==> config.mk <==
export PLATFORM = sky130hd
export DESIGN_NAME = fifo_n_flat
export DESIGN_NICKNAME = d
export VERILOG_FILES = /design/src/rtl/fifo_n_if.sv /design/src/rtl/fifo_n.sv /design/src/flat_wrapper.sv
export SDC_FILE = /design/constraint.sdc
export NUM_CORES = 1
export LEC_CHECK = 0
export CORE_MARGIN = 2
export CORE_UTILIZATION = 43
export CTS_BUF_LIST = sky130_fd_sc_hd__clkbuf_16
export DETAILED_ROUTE_END_ITERATION = 12
export PLACE_DENSITY = 0.74
export SYNTH_ARGS = -nofsm -noshare
export SYNTH_HDL_FRONTEND = slang
export SYNTH_SLANG_ARGS = --single-unit
==> constraint.sdc <==
create_clock -name CLK -period 4.6 [get_ports CLK]
set_input_delay 0.69 -clock CLK [delete_from_list [all_inputs] [get_ports CLK]]
set_output_delay 0.69 -clock CLK [all_outputs]
set_load 0.01 [all_outputs]
==> src/rtl/fifo_n_if.sv <==
// fifo_n_if: method-style handshake bundle for the fifo_n elastic buffer.
//
// Handshake rule (applies to enq, deq and clear):
//   An operation takes effect at a posedge only when its _ena and _rdy are
//   both high at that edge. _rdy depends only on registered FIFO state,
//   never on any _ena, so a requester may look at _rdy before raising
//   _ena. An _ena raised while _rdy is low is ignored: no state change
//   and no error.
//
// Signals:
//   in_enq_ena / in_enq_v / in_enq_rdy        enqueue request, data, allowed
//   out_deq_ena / out_deq_rdy                 dequeue request, allowed
//   out_first / out_first_rdy                 head entry data, head valid
//   ctl_clear_ena / ctl_clear_rdy             flush request, always allowed
//   count / almost_full                       occupancy and high-water flag
// Modports:
//   slave  - the FIFO itself
//   master - the producer/consumer side driving the requests
interface fifo_n_if #(
  parameter int WIDTH = 32,
  parameter int DEPTH = 4
);
  localparam int CW = $clog2(DEPTH + 1);

  logic             in_enq_ena;
  logic [WIDTH-1:0] in_enq_v;
  logic             in_enq_rdy;
  logic             out_deq_ena;
  logic             out_deq_rdy;
  logic [WIDTH-1:0] out_first;
  logic             out_first_rdy;
  logic             ctl_clear_ena;
  logic             ctl_clear_rdy;
  logic [CW-1:0]    count;
  logic             almost_full;

  modport slave (
    input  in_enq_ena, in_enq_v, out_deq_ena, ctl_clear_ena,
    output in_enq_rdy, out_deq_rdy, out_first, out_first_rdy,
           ctl_clear_rdy, count, almost_full
  );

  modport master (
    output in_enq_ena, in_enq_v, out_deq_ena, ctl_clear_ena,
    input  in_enq_rdy, out_deq_rdy, out_first, out_first_rdy,
           ctl_clear_rdy, count, almost_full
  );
endinterface

==> src/rtl/fifo_n.sv <==
// fifo_n: parametrised synchronous FIFO (circular buffer of DEPTH x WIDTH).
// Concurrent enqueue and dequeue every cycle when neither full nor empty,
// a flush method, an occupancy count and an almost-full flag.
//
// Ports:
//   CLK   - clock, all state changes on posedge
//   nRST  - synchronous active-low reset; clears pointers, count and storage
//   bus   - fifo_n_if.slave handshake bundle (enq, deq/first, clear, status)
//
// Parameters: WIDTH data bits, DEPTH entries (power of two, >= 2),
// AFULL_LEVEL count at or above which almost_full is raised (1..DEPTH).
// The bus interface must be instantiated with the same WIDTH and DEPTH.
module fifo_n #(
  parameter int WIDTH       = 32,
  parameter int DEPTH       = 4,
  parameter int AFULL_LEVEL = DEPTH - 1
) (
  input  logic     CLK,
  input  logic     nRST,
  fifo_n_if.slave  bus
);
  localparam int AW = $clog2(DEPTH);
  localparam int CW = $clog2(DEPTH + 1);
  localparam logic [CW-1:0] FULL_CNT  = CW'(DEPTH);
  localparam logic [CW-1:0] AFULL_CNT = CW'(AFULL_LEVEL);

  logic [WIDTH-1:0] mem_q [DEPTH];
  logic [AW-1:0]    rptr_q, rptr_d;
  logic [AW-1:0]    wptr_q, wptr_d;
  logic [CW-1:0]    count_q, count_d;

  logic enq_rdy, deq_rdy;
  logic enq, deq, clr;

  // Ready terms come from registered count only: full blocks enq even with a
  // same-cycle deq, empty blocks deq even with a same-cycle enq.
  assign enq_rdy = (count_q != FULL_CNT);
  assign deq_rdy = (count_q != '0);

  assign clr = bus.ctl_clear_ena;
  assign enq = bus.in_enq_ena & enq_rdy;
  assign deq = bus.out_deq_ena & deq_rdy;

  always_comb begin
    rptr_d  = rptr_q;
    wptr_d  = wptr_q;
    count_d = count_q;
    if (clr) begin
      // Flush wins over any enq/deq in the same cycle.
      rptr_d  = '0;
      wptr_d  = '0;
      count_d = '0;
    end else begin
      if (enq) wptr_d = wptr_q + AW'(1);
      if (deq) rptr_d = rptr_q + AW'(1);
      if (enq && !deq)      count_d = count_q + CW'(1);
      else if (deq && !enq) count_d = count_q - CW'(1);
    end
  end

  always_ff @(posedge CLK) begin
    if (!nRST) begin
      rptr_q  <= '0;
      wptr_q  <= '0;
      count_q <= '0;
    end else begin
      rptr_q  <= rptr_d;
      wptr_q  <= wptr_d;
      count_q <= count_d;
    end
  end

  // Storage is only zeroed by reset; a flush just rewinds the pointers.
  always_ff @(posedge CLK) begin
    if (!nRST) begin
      for (int i = 0; i < DEPTH; i++) mem_q[i] <= '0;
    end else if (enq && !clr) begin
      mem_q[wptr_q] <= bus.in_enq_v;
    end
  end

  assign bus.in_enq_rdy    = enq_rdy;
  assign bus.out_deq_rdy   = deq_rdy;
  assign bus.out_first_rdy = deq_rdy;
  assign bus.out_first     = mem_q[rptr_q];
  assign bus.ctl_clear_rdy = 1'b1;
  assign bus.count         = count_q;
  assign bus.almost_full   = (count_q >= AFULL_CNT);
endmodule

==> src/flat_wrapper.sv <==
// flat-port wrapper written by rule: the top's interface ports become plain ports
module fifo_n_flat 
#(
  parameter int WIDTH       = 32,
  parameter int DEPTH       = 4,
  parameter int AFULL_LEVEL = DEPTH - 1
)
  (CLK, nRST, bus_in_enq_ena, bus_in_enq_v, bus_out_deq_ena, bus_ctl_clear_ena, bus_in_enq_rdy, bus_out_deq_rdy, bus_out_first, bus_out_first_rdy, bus_ctl_clear_rdy, bus_count, bus_almost_full);
  fifo_n_if #(.WIDTH(WIDTH), .DEPTH(DEPTH)) bus_i ();
  input  logic CLK;
  input  logic nRST;
  input wire logic [$bits(bus_i.in_enq_ena)-1:0] bus_in_enq_ena;
  input wire logic [$bits(bus_i.in_enq_v)-1:0] bus_in_enq_v;
  input wire logic [$bits(bus_i.out_deq_ena)-1:0] bus_out_deq_ena;
  input wire logic [$bits(bus_i.ctl_clear_ena)-1:0] bus_ctl_clear_ena;
  output wire logic [$bits(bus_i.in_enq_rdy)-1:0] bus_in_enq_rdy;
  output wire logic [$bits(bus_i.out_deq_rdy)-1:0] bus_out_deq_rdy;
  output wire logic [$bits(bus_i.out_first)-1:0] bus_out_first;
  output wire logic [$bits(bus_i.out_first_rdy)-1:0] bus_out_first_rdy;
  output wire logic [$bits(bus_i.ctl_clear_rdy)-1:0] bus_ctl_clear_rdy;
  output wire logic [$bits(bus_i.count)-1:0] bus_count;
  output wire logic [$bits(bus_i.almost_full)-1:0] bus_almost_full;
  assign bus_i.in_enq_ena = bus_in_enq_ena;
  assign bus_i.in_enq_v = bus_in_enq_v;
  assign bus_i.out_deq_ena = bus_out_deq_ena;
  assign bus_i.ctl_clear_ena = bus_ctl_clear_ena;
  assign bus_in_enq_rdy = bus_i.in_enq_rdy;
  assign bus_out_deq_rdy = bus_i.out_deq_rdy;
  assign bus_out_first = bus_i.out_first;
  assign bus_out_first_rdy = bus_i.out_first_rdy;
  assign bus_ctl_clear_rdy = bus_i.ctl_clear_rdy;
  assign bus_count = bus_i.count;
  assign bus_almost_full = bus_i.almost_full;
  fifo_n #(.WIDTH(WIDTH), .DEPTH(DEPTH), .AFULL_LEVEL(AFULL_LEVEL)) u_core (.CLK(CLK), .nRST(nRST), .bus(bus_i));
endmodule
==> reports/results.txt, run 1 <==
Dividing the detail-routed wire length by the instance count gives 18.1 um. The HPWL after detailed placement is 6760 um. The number of nets handed over by synthesis was 401.

The worst setup path is captured at an output pin. Transition at the pin with the smallest max-transition slack: 957 ps. STA classifies the critical path startpoint as a flip-flop. By area the synthesized netlist is led by edfxtp_1, mux4_2, and2_1. The area share of the largest cell type after synthesis was 0.635. The part of the cycle the worst path needs is 0.739. The smallest clock period supported by the final layout is computed as 3400 ps. In this run the horizontal extent of the chip is 123 um. The multi-input combinational cells in the finished layout cover a total of 1920 um2.

After routing the design area is 7550 um2. After detailed routing, the number of vias per cell comes to 5.06. The tools report the routability congestion estimate from global placement as 0.754.

The number of pins exceeding their max-slew limit in the final report is 0, and the CTS H-tree depth is 4. For the number of buffers between clock root and the deepest sink, the log shows 2. Data on the critical path is required at its endpoint by 3910 ps. Setup repair after global routing left no endpoint under its margin. For this design the ratio of total power to cell area is 402 nW/um2. The logs give 480 for the final net count and 17 for the total clock buffers created by CTS.

Cell with the most instances after synthesis: edfxtp_1. The leakage power summed over all cells came out at 2.71 nW. In this run the mean area of a mapped cell was 16.7 um2. Clock-pin slew was measured on the worst setup and hold paths at 50 ps. The count of nets left with antenna violations once routing finished came out at 0.

For this run, the top clock speed supported by timing is 0.294 GHz. TritonCTS built the clock tree. The cell count after synthesis came out at 362. Summing all placed instances gives a cell area of 6990 um2.

The detailed router placed 3203 vias in this run. In this run the post-CTS setup repair buffer count came out at 0. The tool flagged a number of max-cap violations equal to 0.

After filler insertion, the fill cell instance count of the layout stands at 1076. For flop-to-flop paths, the worst setup slack is 2070 ps. The die height was 123 um. The number of endpoints with negative hold slack in the final report was 0.

Clock tree synthesis selected as its root buffer the cell clkbuf_16. For the wire length of the first global-routing pass, the log shows 18100 um. Summed over all layers, the global routing overflow is 0. For this run, the slowest stage of the critical path takes 830 ps. Counting flops with a built-in enable in the synthesized netlist gives 128. The critical path goes through buf_4 > mux4_2 > clkdlybuf4s50_1. The first detailed-routing pass ran for 4 iterations. The largest driver fanout on the critical path came out at 21.

The number of antenna repair diodes was 0; the largest clock skew in the final design was 5.08 ps. The routed design has 11400 um of wire. The fraction of the yosys area taken by sequential cells is 0.664.

The die covers 15100 um2. The largest individual stage delay along the critical path comes from the cell dfxtp_2. The number of hold buffers added after CTS was 0. The initial antenna violation count was 0; the residual DRC count was 0. The maximum vdd drop is 0.266 mV. The commonest cells after synthesis are edfxtp_1, and2_1, and2_2.

The initialized floorplan defines 43 standard-cell rows. The largest delay contributor family on the critical path was buffers and inverters. The number of gates resized after CTS was 0. The logs give 77 for the number of ports placed on the die boundary and 410 ps for the insertion delay to the later sink of the worst-skew pair.

The worst max-slew margin expressed relative to the limit was 0.362. In this run the worst hold path is classified as reg -> reg. The maximum number of pins on one net before global-route repair came out at 35. The number of global-route vias before repair is 3425. The final total negative setup slack is 0 ps. The synthesized design spends more area on one cell type than any other, namely edfxtp_1. The critical path contains buffers and inverters numbering 2 combined. Number of buffer cells added on primary ports: 75. Setup violations remaining at the end of the flow were counted as 0.

The synthesized area was 6060 um2; the area taken by flip-flops and latches was 4030 um2. The total area inside the core boundary comes to 13800 um2. During synthesis, Yosys emitted a total of 0 warnings. The synthesis-to-layout area growth was 24.7%.

The fraction of final layout cells with drive strength greater than 1 was 0.249. The start-to-end type of the worst setup path is reg -> out. The run finished with clean final reports. Number of sinks driven by the clock tree: 137. In the synthesized netlist the dominant register cell turns out to be edfxtp_1. The tools report the effective utilization at floorplan as 0.438. The data arrival time of the critical path was 2710 ps. The count of unique library cells instantiated by Yosys is 35, and the share of async-settable or async-resettable flops after synthesis is 0. After the first detailed-routing iteration, the DRC count stood at 250. For the total track usage, the log shows 0.167.

The post-synthesis register bit count came out at 137.
## cell type report
class | instances | area share
timing repair buffer | 82 | 0.106
clock inverter | 14 | 0.0184
inverter | 3 | 0.00149
multi-input combinational | 200 | 0.255
tap | 180 | 0.0298
sequential | 137 | 0.533
clock buffer | 17 | 0.0563
## worst min-delay path: stages (launching register included)
cell and delay (ps):
dfxtp_1 330, xor2_1 80, nor2_1 70
## state kept, by name (all words and copies together), names as in the netlist, named ones only
name	cells
u_core.mem_q	128
u_core.rptr_q	2
u_core.wptr_q	2
u_core.bus.count	3
## power by group
group          leakage (nW)  switching, mW  internal [mW]
Clock                 0.279          0.472          0.830
Sequential             1.40         0.0286           1.43
Combinational          1.03          0.124          0.154
## layer usage
metal  share of wire  vias up  wire, um  track usage
met5               0        -         0            0
met4           0.014        0       164       0.0589
met3           0.046       13       531       0.0534
met2            0.52       88      5960        0.278
met1            0.42     1609      4780        0.204
li1                -     1493         -            -
## cell families (layout without fill, tap and decap cells)
kind of cell / count (synthesis) / after routing / synth area share
compound gates: 8 / 8 / 0.00930
other cells: 1 / 1 / 0.000619
fa+ha+maj: 2 / 2 / 0.00537
xor+xnor: 4 / 4 / 0.00578
mux: 33 / 33 / 0.121
simple gates: 152 / 152 / 0.171
flops: 137 / 137 / 0.664
buf+inv: 25 / 116 / 0.0225
## placed cells by master, fill, tap and decap left out, types with 2 or more instances in the layout
master	instances
and2_1	93
and2_2	35
buf_4	7
bufinv_16	3
clkbuf_16	17
clkdlybuf4s50_1	75
clkinv_1	6
clkinv_2	3
dfxtp_1	7
dfxtp_2	2
edfxtp_1	128
inv_1	4
mux4_2	32
nand2_1	3
nand2b_1	2
nand2b_2	3
nor2_1	6
nor4_4	2
o21ai_0	2
or3_2	2
xor2_1	4
## metrics by stage
| step | setup slack, ps | total power, mW | util | cells | hold WS [ps] |
|---|---|---|---|---|---|
| 3_5_place_dp | 1100 | 1.76 | 0.505 | 602 | 514 |
| 6_report | 1200 | 3.03 | 0.546 | 633 | 525 |
| 3_3_place_gp | 1120 | 1.76 | 0.505 | 602 | 520 |
| 2_1_floorplan | 1460 | 1.61 | - | 362 | 485 |
| 4_1_cts | 1110 | 3.05 | 0.546 | 633 | 530 |
| 5_1_grt | 988 | 3.13 | 0.546 | 633 | 557 |
## path summary, 6_finish.rpt
path | start | end | depth (start not counted)
hold / removal | u_core.rptr_q[0] | u_core.rptr_q[0] | 2
hold reg to reg | u_core.rptr_q[0] | u_core.rptr_q[0] | 2
setup / recovery | flip-flop | bus_out_first[13] | 3
setup reg to reg | u_core.bus.count[2] | u_core.mem_q[1][6] | 4
Note: power is estimated with default switching activity, not from simulation.
==> run 2, diff against run 1 <==
--- a/config.mk
+++ b/config.mk
@@ -9,7 +9,7 @@
 export CORE_UTILIZATION = 43
 export CTS_BUF_LIST = sky130_fd_sc_hd__clkbuf_16
 export DETAILED_ROUTE_END_ITERATION = 12
-export PLACE_DENSITY = 0.74
+export PLACE_DENSITY = 0.72
 export SYNTH_ARGS = -nofsm -noshare
 export SYNTH_HDL_FRONTEND = slang
 export SYNTH_SLANG_ARGS = --single-unit
==> constraint.sdc (replaced) <==
create_clock -name CLK -period 3.2 [get_ports CLK]
set_input_delay 0.48 -clock CLK [delete_from_list [all_inputs] [get_ports CLK]]
set_output_delay 0.48 -clock CLK [all_outputs]
set_load 0.01 [all_outputs]
==> reports/results.txt, run 2 (synthesized netlist as in run 1, its figures left out) <==
The tools report the critical path launch point type as a flip-flop. The maximum vdd drop was 0.354 mV (+33%); the number of gates given a new drive strength after cts was 0 (unchanged). The reg-to-reg setup timing slack is 830 ps (-1240 ps), and the shortest period the worst path allows is 2760 ps. The run gives 2720 ps (-1190 ps) as the required time of the worst setup path.

For the leakage power summed over all cells, the log shows 2.78 nW (+2.7%). The maximum number of pins on one net before global-route repair was 34 (-2.9%). The flip-flop count of the largest register after layout was 128 (unchanged); the number of global-route vias before repair was 3500 (+2.2%). The number of sinks driven by the clock tree is 137 (unchanged), and the data arrival time of the critical path is 2280 ps (-430 ps). The number of pins exceeding their max-slew limit in the final report is 0 (unchanged).

The number of nets with antenna violations after routing was 0 (unchanged). The number of fill cells was 1083 (+0.65%). Setup repair after global routing left no endpoint under its margin. The maximum operating frequency is 0.363 GHz, and the number of endpoints with negative hold slack in the final report is 0 (unchanged). The final total negative setup slack was 0 ps (unchanged).

The synthesis-to-layout area growth works out to 26.4%. For the setup-violating endpoint count in the final report, the log shows 0 (unchanged). The initial antenna violation count was 0 (unchanged); the clock slew seen by the registers of the worst setup and hold paths was 50 ps (about the same). The average routed wire per standard cell works out to 18.7 um (+3.5%). STA classifies the critical path endpoint as an output pin.

The worst flop-to-flop path startpoint is u_core.bus.count[2]. The count of buffers added by post-CTS timing repair for setup came out at 0 (unchanged). The library cells used most frequently in the layout, excluding fill and tap cells, are edfxtp_1, and2_1, clkdlybuf4s50_1. The run gives 4.47 mW (+47%) as the total chip power. The run gives 12000 um (+5.0%) as the post-detailed-routing wire length. The buffer cell driving the clock tree root was clkbuf_16. The part of the cycle the worst path needs was 0.862; the worst max-slew margin expressed relative to the limit was 0.542 (+0.180).

The run gives 43 (unchanged) as the number of rows in the core area. The run gives 488 (+1.7%) as the final net count. The tools report the capturing point of the worst reg2reg path as u_core.bus.count[2]. The per-cell via count in the routed design works out to 5.12 (+1.1%). The tightest min-delay check is of the reg -> reg type. The effective utilization at floorplan was 0.438 (unchanged). Tightest hold margin: 538 ps (+12.4 ps).

The most frequent standard cell in the layout excluding fill and tap cells was edfxtp_1. The routability congestion estimate from global placement was 0.708 (-6.1%); the number of ports placed on the die boundary was 77 (unchanged). The largest clock skew in the final design is 6.45 ps (+1.36 ps), and the area taken by flip-flops and latches is 4030 um2 (unchanged). The number of cells on the worst reg-to-reg path was 8 (+4); the number of antenna repair diodes was 0 (unchanged). For the total grt overflow, the log shows 0 (unchanged). The total clock buffers created by CTS was 17 (unchanged); the CTS H-tree depth was 4 (unchanged). The number of buffers between clock root and the deepest sink is 2 (unchanged). TritonCTS built the clock tree.

The fraction of final layout cells with drive strength greater than 1 was 0.266 (+0.0168); the multi-input logic area was 1920 um2 (unchanged). The HPWL after detailed placement is 7170 um (+6.0%). The transition at the pin with the smallest max-transition slack is 687 ps (-271 ps).

The number of cells on the worst hold path came out at 2 (unchanged). The run gives 15100 um2 (unchanged) as the die area. The run gives 410 ps (about the same) as the insertion delay to the later sink of the worst-skew pair. The startpoint of the tightest hold check path is u_core.rptr_q[1]. The cell area power density is 583 nW/um2 (+45%).

Number of buffer cells added on primary ports: 75 (unchanged). The die height is 123 um (unchanged). The start-to-end type of the worst setup path was reg -> out. Smallest setup slack after layout: 443 ps (-759 ps). The largest driver fanout on the critical path is 24 (+14%). The logs give 4 (unchanged) for the number of iterations in the first detailed-routing pass and 3284 (+2.5%) for the vias after detailed routing. The starting DRC count in detailed routing came out at 266 (+6.4%). The residual DRC count was 0 (unchanged). Hold buffer count at cts: 0 (unchanged).

The area of the core came out at 13800 um2 (unchanged). The die boundary width was 123 um (unchanged). The count of maximum capacitance violations is 0 (unchanged), and the wire length of the first global-routing pass is 18700 um (+3.2%). The run finished with clean final reports. The total track usage came out at 0.173 (+0.00600).

The run gives 520 ps (-577 ps) as the worst setup slack before clock tree synthesis. The register with the most flip-flops is u_core.mem_q.
run 2: changes by cell type in the layout (fill, tap and decap cells not counted):
cell	delta
buf_4	+7
clkinv_1	-4
inv_1	+3
buf_12	+1
bufinv_16	+1
clkinv_2	+1
run 2: power breakdown:
group          total [mW]  internal (mW)  leakage, nW  switching, mW
clock network        1.97           1.28        0.306          0.691
registers            2.08           2.05         1.40         0.0328
logic               0.417          0.229         1.08          0.188
total                4.47           3.56         2.78          0.911
run 2: worst max-delay path by stage:
stage               slack [ps]  cells after the start                start             endpoint
finish                     440                      3            flip-flop    bus_out_first[10]
global placement           600                      5                 nRST   u_core.mem_q[2][9]
floorplan                  140                      2  u_core.bus.count[0]   u_core.mem_q[3][0]
global route               340                      3            flip-flop    bus_out_first[10]
CTS                        390                      3            flip-flop    bus_out_first[10]
detailed placement         520                      9       bus_in_enq_ena  u_core.bus.count[2]
run 2: through the flow:
| step | utilization | cells | cell area (um2) |
|---|---|---|---|
| final | 0.554 | 642 | 7660 |
| after global routing | 0.554 | 642 | 7660 |
| after CTS | 0.554 | 642 | 7660 |
| after detailed placement | 0.511 | 610 | 7060 |
| after global placement | 0.511 | 610 | 7060 |
| after floorplan | - | 362 | 6060 |
run 2: routing by layer:
layer,share of wire,up-vias,GRT usage
met5,0,-,0
met4,0.0093,0,0.0618
met3,0.050,8,0.0451
met2,0.54,95,0.297
met1,0.40,1671,0.210
li1,-,1510,-
run 2: critical path: stages, from the launching register on:
cell and delay (ps):
dfxtp_2 770, buf_4 280, mux4_2 320, clkdlybuf4s50_1 500
run 2: final cells by class:
type                       instances  share of cell area
tap                              180              0.0294
multi-input combinational        200               0.251
sequential                       137               0.526
inverter                           3             0.00147
clock buffer                      17              0.0556
timing repair buffer              90               0.114
clock inverter                    15              0.0222
==> patch, RTL diff (config.mk and constraints of run 1) <==
`DEPTH` is set to 4 in 3 places; all go to 8.
--- a/src/rtl/fifo_n_if.sv
+++ b/src/rtl/fifo_n_if.sv
@@ -20,3 +20,3 @@
   parameter int WIDTH = 32,
-  parameter int DEPTH = 4
+  parameter int DEPTH = 8
 );
--- a/src/rtl/fifo_n.sv
+++ b/src/rtl/fifo_n.sv
@@ -14,3 +14,3 @@
   parameter int WIDTH       = 32,
-  parameter int DEPTH       = 4,
+  parameter int DEPTH       = 8,
   parameter int AFULL_LEVEL = DEPTH - 1
--- a/src/flat_wrapper.sv
+++ b/src/flat_wrapper.sv
@@ -4,3 +4,3 @@
   parameter int WIDTH       = 32,
-  parameter int DEPTH       = 4,
+  parameter int DEPTH       = 8,
   parameter int AFULL_LEVEL = DEPTH - 1
Ports: changed (resized bus_count); port bits go from 77 to 78. No check against the original RTL was run, so the function may have changed too.
==> patch against run 1 <==
Total power rose by 78%. Largest cell class unchanged. Worst setup slack got worse by 0.34 ns. Cell area rose by 82%. Sequential cell count rose by 132. Synthesized area grew 95%. Worst hold slack lost 0.034 ns. Count of clock-buffer cells in the layout rose by 10. Combinational power is 100% higher. Maximum frequency decreased by 9.1%. Largest power group unchanged. Routed wire length up 130%. Sequential power grew 96%.
==> patch: results (changes against run 1) <==
* Vias in the first global route at 7212 (+110%)
* FFs w/ async S/R, synth at 0% (unchanged)
* Power Internal at 0.00418 W (+74%)
* Worst hold start: u_core.rptr_q[1]
* Fin cells at 1241 (+96%)
* Worst EP arrival at 3.05 ns (+0.34 ns)
* Share of cells above drive strength 1 at 18.8% (-6.2 points)
* Number of flip-flops in the largest register at 256 (+100%)
* Compound-Gate Fraction of Synth Area at 0.626% (-0.30 points)
* Worst R2R Setup Slack at 1.58 ns (-0.49 ns)
* GRT Overall Usage at 18.9% (+2.2 points)
* Nets@finish at 924 (+93%)
* Uppermost layer routed: met5
* Buffers on Ports at 76 (+1.3%)
* Slew of the pin with the lowest slew margin at 1.08 ns (+0.120 ns)
* Clk_lat worst skew at 0.54 ns (+0.13 ns)
* Critical Path Sink: bus_out_first[11]
* Initial antenna violation count at 1 (+1)
* Clk buf depth at 3 (+1)
* Iter 0 DRT Violations at 825 (+230%)
* Sequential Power at 0.00284 W (+96%)
* Seq/Total Area, Yosys at 67.4% (+0.99 points)
* Ranking of synthesized cells by area: edfxtp_1, mux4_2, nor2_1
* Worst r2r src: u_core.bus.count[0]
* Largest net degree at the start of global routing at 67 (+91%)
* Routed met2 length at 13100 um (+120%)
* GRT met3 Usage at 2.94% (-2.4 points)
* Leak pwr at 4.62 nW (+70%)
* TritonRoute pass-1 iters at 5 (+1)
* Worst hold slack at 0.491 ns (-0.0342 ns)
* Post-Route WL at 26900 um (+130%)
* Met1 GRT Util at 27.0% (+6.6 points)
* Mux contribution to synthesized area at 15.5% (+3.4 points)
* Yosys cell types at 33 (-5.7%)
* Clock group total power at 0.00200 W (+54%)
* First-pass GRT wire length at 41500 um (+130%)
* RR Endpoint: u_core.mem_q[4][17]
* Num CTS Buffers at 27 (+10)
* Worst r2r path cells at 5 (+1)
* # diodes at 0 (unchanged)
* Htree depth at 1 (-3)
* Detailed Place HPWL at 16500 um (+140%)
* Vias post-DR at 7008 (+120%)
* Post-Synth XOR/XNOR Area at 0.446% (-0.13 points)
* RD Place Congestion at 0.786 (+4.2%)
* Max FO, Critical Path at 37 (+76%)
* Setup TNS at 0 ns (unchanged)
* M1 WL at 11500 um (+140%)
* Filler Cells Inserted at 2215 (+110%)
* Peak supply drop at 0.220 mV (-17%)
* Routed wl met3 at 1880 um (+250%)
* Skew final at 0.0270 ns (+0.0219 ns)
* Status: finished, final reports clean
* Post-synth net total at 859 (+110%)
* Post-Synth Adder-Cell Area at 0.701% (+0.16 points)
* Worst min path class: register to register
* Synth Instances at 816 (+130%)
* Post-synth EDFFs at 256 (+100%)
* Post-synth top cells: edfxtp_1, nor2_1, nand2_1, mux4_2, mux2_2
==> patch: changes by cell type after synthesis, sizes merged, moves of 11 or more <==
cell / change
nor2: +236
and2: -102
buf: +27
mux2: +33
mux4: +32
nand2: +68
clkbuf: +11
edfxtp: +128
==> patch: cell type report <==
class                   instances  area, um2  share of cell area [%]
clock buffers                  27        676                    4.90
clock inverters                21        124                   0.899
multi-input cells             483       3610                    26.2
well taps                     341        427                    3.10
inverters                       4       15.0                   0.109
repair buffers                 96        973                    7.06
flip-flops and latches        269       7950                    57.7
==> patch: critical path, cell delays in order (launching register included) <==
cell             delay (ns)
dfxtp_4                0.86
buf_4                  0.37
mux4_2                 0.53
mux2_2                 0.28
clkdlybuf4s50_1        0.48
==> patch: stage by stage <==
stage                     total power (W)  area, um2  setup slack, ns
after detailed placement          0.00346      13000             1.10
after global placement            0.00345      13000             1.12
final                             0.00540      13800            0.863
after global routing              0.00557      13800            0.648
after floorplan                   0.00321      11800            0.317
after CTS                         0.00544      13800            0.758
